File: src/rtl/cpu_mem_access_unit.sv
// cpu_mem_access_unit: multi-cycle MEM stage driving an SRAM-like req/addr_ok/data_ok bus
module cpu_mem_access_unit #(
  parameter int         ADDR_W            = 32,
  parameter bit         SUPPORT_UNALIGNED = 1'b1,
  parameter int         TIMEOUT_CYCLES    = 0,
  parameter logic [5:0] EX_AEL            = 6'h04,
  parameter logic [5:0] EX_AES            = 6'h05,
  parameter logic [5:0] EX_BUSERR         = 6'h07
) (
  input  logic              clk,
  input  logic              rst,
  input  logic              flush,
  input  logic              in_valid,
  input  logic [5:0]        in_op,
  input  logic [ADDR_W-1:0] in_addr,
  input  logic [31:0]       in_wdata,
  input  logic [31:0]       in_rt_old,
  input  logic              in_exr_valid,
  output logic              stall_req,
  output logic              out_valid,
  output logic [31:0]       out_rdata,
  output logic              exr_valid,
  output logic [5:0]        exr_type,
  output logic [ADDR_W-1:0] exr_badvaddr,
  output logic              bus_req,
  output logic              bus_wr,
  output logic [ADDR_W-1:0] bus_addr,
  output logic [3:0]        bus_wstrb,
  output logic [31:0]       bus_wdata,
  input  logic              bus_addr_ok,
  input  logic              bus_data_ok,
  input  logic [31:0]       bus_rdata
);
  localparam logic [5:0] OP_LB = 6'h20, OP_LH = 6'h21, OP_LWL = 6'h22, OP_LW = 6'h23;
  localparam logic [5:0] OP_LBU = 6'h24, OP_LHU = 6'h25, OP_LWR = 6'h26;
  localparam logic [5:0] OP_SB = 6'h28, OP_SH = 6'h29, OP_SWL = 6'h2A, OP_SW = 6'h2B, OP_SWR = 6'h2E;
  typedef enum logic [2:0] {IDLE, REQ, WAIT, DRAIN, DONE} state_t;
  state_t state_q, state_d;
  logic [ADDR_W-1:0] addr_q, addr_d;
  logic [5:0] op_q, op_d;
  logic [31:0] rt_q, rt_d, wdata_q, wdata_d, rdata_q, rdata_d, cnt_q, cnt_d;
  logic [3:0] wstrb_q, wstrb_d, strb;
  logic wr_q, wr_d;
  logic [1:0] sa, sa_q;
  logic is_b, is_h, is_w, is_l, is_r, is_store, is_mem, misal, fault, mem_op, free, to_hit;
  logic [31:0] wsteer, lane, ldata;
  // decode the incoming instruction: op class, alignment, lane steering for stores
  always_comb begin
    sa = in_addr[1:0];
    sa_q = addr_q[1:0];
    is_b = in_op inside {OP_LB, OP_LBU, OP_SB};
    is_h = in_op inside {OP_LH, OP_LHU, OP_SH};
    is_w = in_op inside {OP_LW, OP_SW};
    is_l = SUPPORT_UNALIGNED && (in_op inside {OP_LWL, OP_SWL});
    is_r = SUPPORT_UNALIGNED && (in_op inside {OP_LWR, OP_SWR});
    is_store = (in_op inside {OP_SB, OP_SH, OP_SW}) || (SUPPORT_UNALIGNED && (in_op inside {OP_SWL, OP_SWR}));
    is_mem = is_b | is_h | is_w | is_l | is_r;
    misal = (is_h & sa[0]) | (is_w & (sa != 2'b00));
    free = (state_q == IDLE) || (state_q == DRAIN);
    fault = in_valid & is_mem & ~in_exr_valid & ~flush & misal;
    mem_op = in_valid & is_mem & ~in_exr_valid & ~flush & ~misal;
    strb = is_b ? 4'b0001 << sa : is_h ? 4'b0011 << sa : is_l ? 4'hF >> ~sa : is_r ? 4'hF << sa : 4'hF;
    wsteer = is_b ? {4{in_wdata[7:0]}} : is_h ? {2{in_wdata[15:0]}} :
             is_l ? in_wdata >> {~sa, 3'b000} : is_r ? in_wdata << {sa, 3'b000} : in_wdata;
    to_hit = (state_q == WAIT) && !bus_data_ok && !flush && (TIMEOUT_CYCLES != 0) && (cnt_q == 32'(TIMEOUT_CYCLES - 1));
  end
  // shape returned load data: lane select + extension, or LWL/LWR merge with old rt
  always_comb begin
    lane = bus_rdata >> {sa_q, 3'b000};
    ldata = op_q == OP_LB  ? {{24{lane[7]}}, lane[7:0]} :
            op_q == OP_LBU ? {24'b0, lane[7:0]} :
            op_q == OP_LH  ? {{16{lane[15]}}, lane[15:0]} :
            op_q == OP_LHU ? {16'b0, lane[15:0]} :
            op_q == OP_LW  ? bus_rdata :
            op_q == OP_LWL ? (bus_rdata << {~sa_q, 3'b000}) | (rt_q & ~(32'hFFFFFFFF << {~sa_q, 3'b000})) :
            op_q == OP_LWR ? (bus_rdata >> {sa_q, 3'b000}) | (rt_q & ~(32'hFFFFFFFF >> {sa_q, 3'b000})) : 32'b0;
  end
  // next state; a flush racing the response with data already back needs no drain
  always_comb begin
    state_d = state_q;
    op_d = op_q;
    addr_d = addr_q;
    rt_d = rt_q;
    wdata_d = wdata_q;
    wstrb_d = wstrb_q;
    wr_d = wr_q;
    rdata_d = rdata_q;
    cnt_d = state_q == WAIT ? cnt_q + 32'd1 : 32'd0;
    case (state_q)
      IDLE: if (mem_op) begin
        state_d = REQ;
        op_d = in_op;
        addr_d = in_addr;
        rt_d = in_rt_old;
        wdata_d = is_store ? wsteer : 32'b0;
        wstrb_d = strb;
        wr_d = is_store;
      end
      REQ: state_d = bus_addr_ok ? (flush ? DRAIN : WAIT) : (flush ? IDLE : REQ);
      WAIT: if (bus_data_ok) begin
        state_d = flush ? IDLE : DONE;
        rdata_d = ldata;
      end else if (flush || to_hit) state_d = DRAIN;
      DRAIN: state_d = bus_data_ok ? IDLE : DRAIN;
      default: state_d = IDLE;
    endcase
  end
  // state and captured-request registers
  always_ff @(posedge clk) begin
    if (rst) begin
      state_q <= IDLE;
      op_q <= '0;
      addr_q <= '0;
      rt_q <= '0;
      wdata_q <= '0;
      wstrb_q <= '0;
      wr_q <= 1'b0;
      rdata_q <= '0;
      cnt_q <= '0;
    end else begin
      state_q <= state_d;
      op_q <= op_d;
      addr_q <= addr_d;
      rt_q <= rt_d;
      wdata_q <= wdata_d;
      wstrb_q <= wstrb_d;
      wr_q <= wr_d;
      rdata_q <= rdata_d;
      cnt_q <= cnt_d;
    end
  end
  // pipeline-facing and bus-facing outputs
  always_comb begin
    stall_req = (state_q == REQ) || (state_q == WAIT) || (free && mem_op);
    out_valid = !flush && ((state_q == DONE) || (free && in_valid && (!is_mem || in_exr_valid)));
    out_rdata = state_q == DONE ? rdata_q : 32'b0;
    exr_valid = to_hit || (free && fault);
    exr_type = to_hit ? EX_BUSERR : !exr_valid ? 6'b0 : is_store ? EX_AES : EX_AEL;
    exr_badvaddr = to_hit ? addr_q : exr_valid ? in_addr : '0;
    bus_req = state_q == REQ;
    bus_wr = bus_req && wr_q;
    bus_addr = bus_req ? {addr_q[ADDR_W-1:2], 2'b00} : '0;
    bus_wstrb = bus_req ? wstrb_q : 4'b0;
    bus_wdata = bus_req ? wdata_q : 32'b0;
  end
endmodule

File: config.mk
export PLATFORM = sky130hd
export DESIGN_NAME = cpu_mem_access_unit
export DESIGN_NICKNAME = d
export VERILOG_FILES = /design/src/rtl/cpu_mem_access_unit.sv
export SDC_FILE = /design/constraint.sdc
export NUM_CORES = 1
export LEC_CHECK = 0
export CORE_AREA = 2 2 178 180
export CTS_CLUSTER_DIAMETER = 150
export CTS_CLUSTER_SIZE = 25
export DETAILED_ROUTE_END_ITERATION = 10
export DIE_AREA = 0 0 180 182
export GPL_TIMING_DRIVEN = 0
export SKIP_CTS_REPAIR_TIMING = 1
export SLEW_MARGIN = 40
export SYNTH_ARGS = -nofsm -noshare
export SYNTH_HDL_FRONTEND = slang
export SYNTH_SLANG_ARGS = --single-unit
File: constraint.sdc
create_clock -name clk -period 7.2 [get_ports clk]
set_clock_uncertainty 0.15 [all_clocks]
set_input_delay 1.44 -clock clk [delete_from_list [all_inputs] [get_ports clk]]
set_output_delay 1.44 -clock clk [all_outputs]
set_load 0.05 [all_outputs]
==> metrics.cfg <==
[timing]
period_needed_ns = 6.98
clock.fmax_mhz = 143
max_slew.worst_pin.slew_ns = 0.923
grt_setup_unrepaired = false
fin_ws_ns = 0.219
hold_slack_ns = 0.299
final.period_utilization = 0.970
max_slew_margin = 0.383
hold_viol = 0
slew_violations = 0
setup_tns_ns = 0
setup_viol = 0

[synthesis]
ys.flop_type = dfxtp_1
yosysTopAreaCell = dfxtp_1
synth-seq-cells = 142
synth_area_um2 = 9080
synth_area_per_cell_um2 = 7.93
ys_top_cells_by_area = dfxtp_1, mux2i_1, nand2_1
yosys_warnings = 0
synthCells = 1145
synth-async-reset-ratio = 0
synthDominantCellAreaShare = 0.313
synth_cell_types = 62
synth_edf_count = 0
ys_seq_area_frac = 0.313

[final_layout]
syn_to_final_growth_pct = 43.0
final_common_cell = clkdlybuf4s50_1
drive_above_1_share = 0.0796
nFillCells = 3186
final_cell_mix = clkdlybuf4s50_1, nand2_1, dfxtp_1
finalNonFillerCells = 1862
final_nets = 1591
fin_util = 0.419

[global_routing]
grt_pass1_vias = 10000
antenna_found_initial = 3
grt_max_degree = 17
track_usage = 0.256
grt_overflow = 0
grt_pass1_wl_mm = 63.4

[drt]
vias_per_cell = 5.52
ant_nets = 0
firstDrtPassIters = 6
drc_errors = 0
num_vias = 10300
totalWireLength_mm = 43.1
wl_per_cell_um = 23.2
first_iter_violations = 959

[placed_design]
portBuffers = 275
gp_congestion = 0.940
dp_slack_ns = 0.277
dp.cells = 1827
dp_hpwl_mm = 32.4

[run_status]
status = completed

[worst_setup_path]
crit_path_top_delay_cell = clkdlybuf4s50_1
arrival_ns = 5.39
criticalPathCategory = in -> out
cp-start-kind = input pin
path_max_fanout = 12
path_cells = clkdlybuf4s50_1, buf_2, inv_1, clkbuf_1, ha_1, nor2_1, mux2i_1, nand3b_1, nor3_2, buf_2, and2_1, clkdlybuf4s50_1
crit_path_end_kind = output port
slowest_delay_ns = 0.82
required_ns = 5.61

[power_and_ir_drop]
p_clk_frac = 0.461
cellInternalPower_mw = 1.45
ir_drop_v = 0.000138
p_leak_nw = 4.66
switching_share = 0.285
sequentialPowerShare = 0.392
power_frac_comb = 0.147
power_density_nw_per_um2 = 156
switching_power_mw = 0.576

[floorplan]
ioPinCount = 284
num_rows = 65
die_width_um = 180
die_h_um = 182
die_area_um2 = 32800
start_util = 0.293
coreArea_um2 = 31000

[clocking]
clk_latency_ns = 0.43
path_clk_slew_ns = 0.07
cts_buffers = 17
numClockSinks = 142
cts_tree = yes
cts_buffer_depth = 2
root_buffer = clkbuf_16
htree_levels = 4

[worst_hold_path]
min_path_type = reg -> reg

[job]
cap_violations = 0

## cell families after synthesis
family | Yosys count | synth area share
buf+inv | 122 | 0.0606
flops | 142 | 0.313
fa+ha+maj | 6 | 0.00826
compound gates | 324 | 0.257
simple gates | 461 | 0.251
xor+xnor | 2 | 0.00193
other cells | 1 | 0.000413
mux | 87 | 0.108
## synth_stat cells, types with 27 or more instances
master,instances
nor2_1,74
mux2i_1,63
and3_1,78
a22o_1,27
clkbuf_1,69
a211oi_1,39
dfxtp_1,142
a21oi_1,125
nand2_1,168
and2_1,66
## registers in the layout, indices dropped and copies added (netlist names)
| name | cells |
|---|---|
| rt_q | 32 |
| wdata_q | 32 |
| op_q | 6 |
| wstrb_q | 4 |
| wr_q | 1 |
| state_q | 3 |
| addr_q | 32 |
| rdata_q | 32 |
## stage by stage
stage               power (mW)  area (um^2)
floorplan                0.942         9100
global placement          1.10        12400
detailed placement        1.10        12400
CTS                       2.03        13000
global route              2.09        13000
finish                    2.02        13000
## power groups by stage
stage,logic [mW],clock network [mW],registers [mW]
floorplan,0.131,0,0.811
global placement,0.289,0,0.812
detailed placement,0.289,0,0.812
CTS,0.291,0.945,0.794
global route,0.313,0.978,0.795
finish,0.297,0.933,0.794
## per-layer routing
metal | GRT usage | vias up | wire [um]
met5 | 0 | - | 0
met4 | 0.121 | 0 | 1740
met3 | 0.0662 | 97 | 3790
met2 | 0.402 | 549 | 19100
met1 | 0.328 | 4841 | 18500
li1 | - | 4799 | -
## worst paths after layout
check | startpoint | to | slack, ns | cells after the start
max reg2reg | addr_q[1] | rdata_q[21] | 3.92 | 8
min | addr_q[30] | addr_q[30] | 0.30 | 2
min reg2reg | addr_q[30] | addr_q[30] | 0.30 | 2
max | in_addr[0] | exr_badvaddr[10] | 0.22 | 12
## worst max-delay path, delay by kind of cell
kind / cells / cell delay [ns]
muxes: 1 / 0.16
and+or+nand+nor: 4 / 0.99
adders and majority gates: 1 / 0.34
buffers and inverters: 6 / 2.47
## cell type report
type / instances / area (um^2) / area share
Multi-Input combinational cell: 886 / 5740 / 0.442
Clock buffer: 18 / 439 / 0.0338
Tap cell: 402 / 503 / 0.0387
Inverter: 6 / 22.5 / 0.00173
Sequential cell: 142 / 2840 / 0.219
Antenna cell: 3 / 7.51 / 0.000578
Timing Repair Buffer: 275 / 2750 / 0.212
Clock inverter: 14 / 158 / 0.0121
Buffer: 116 / 528 / 0.0406
No activity file was read; power rests on OpenSTA's default activity.
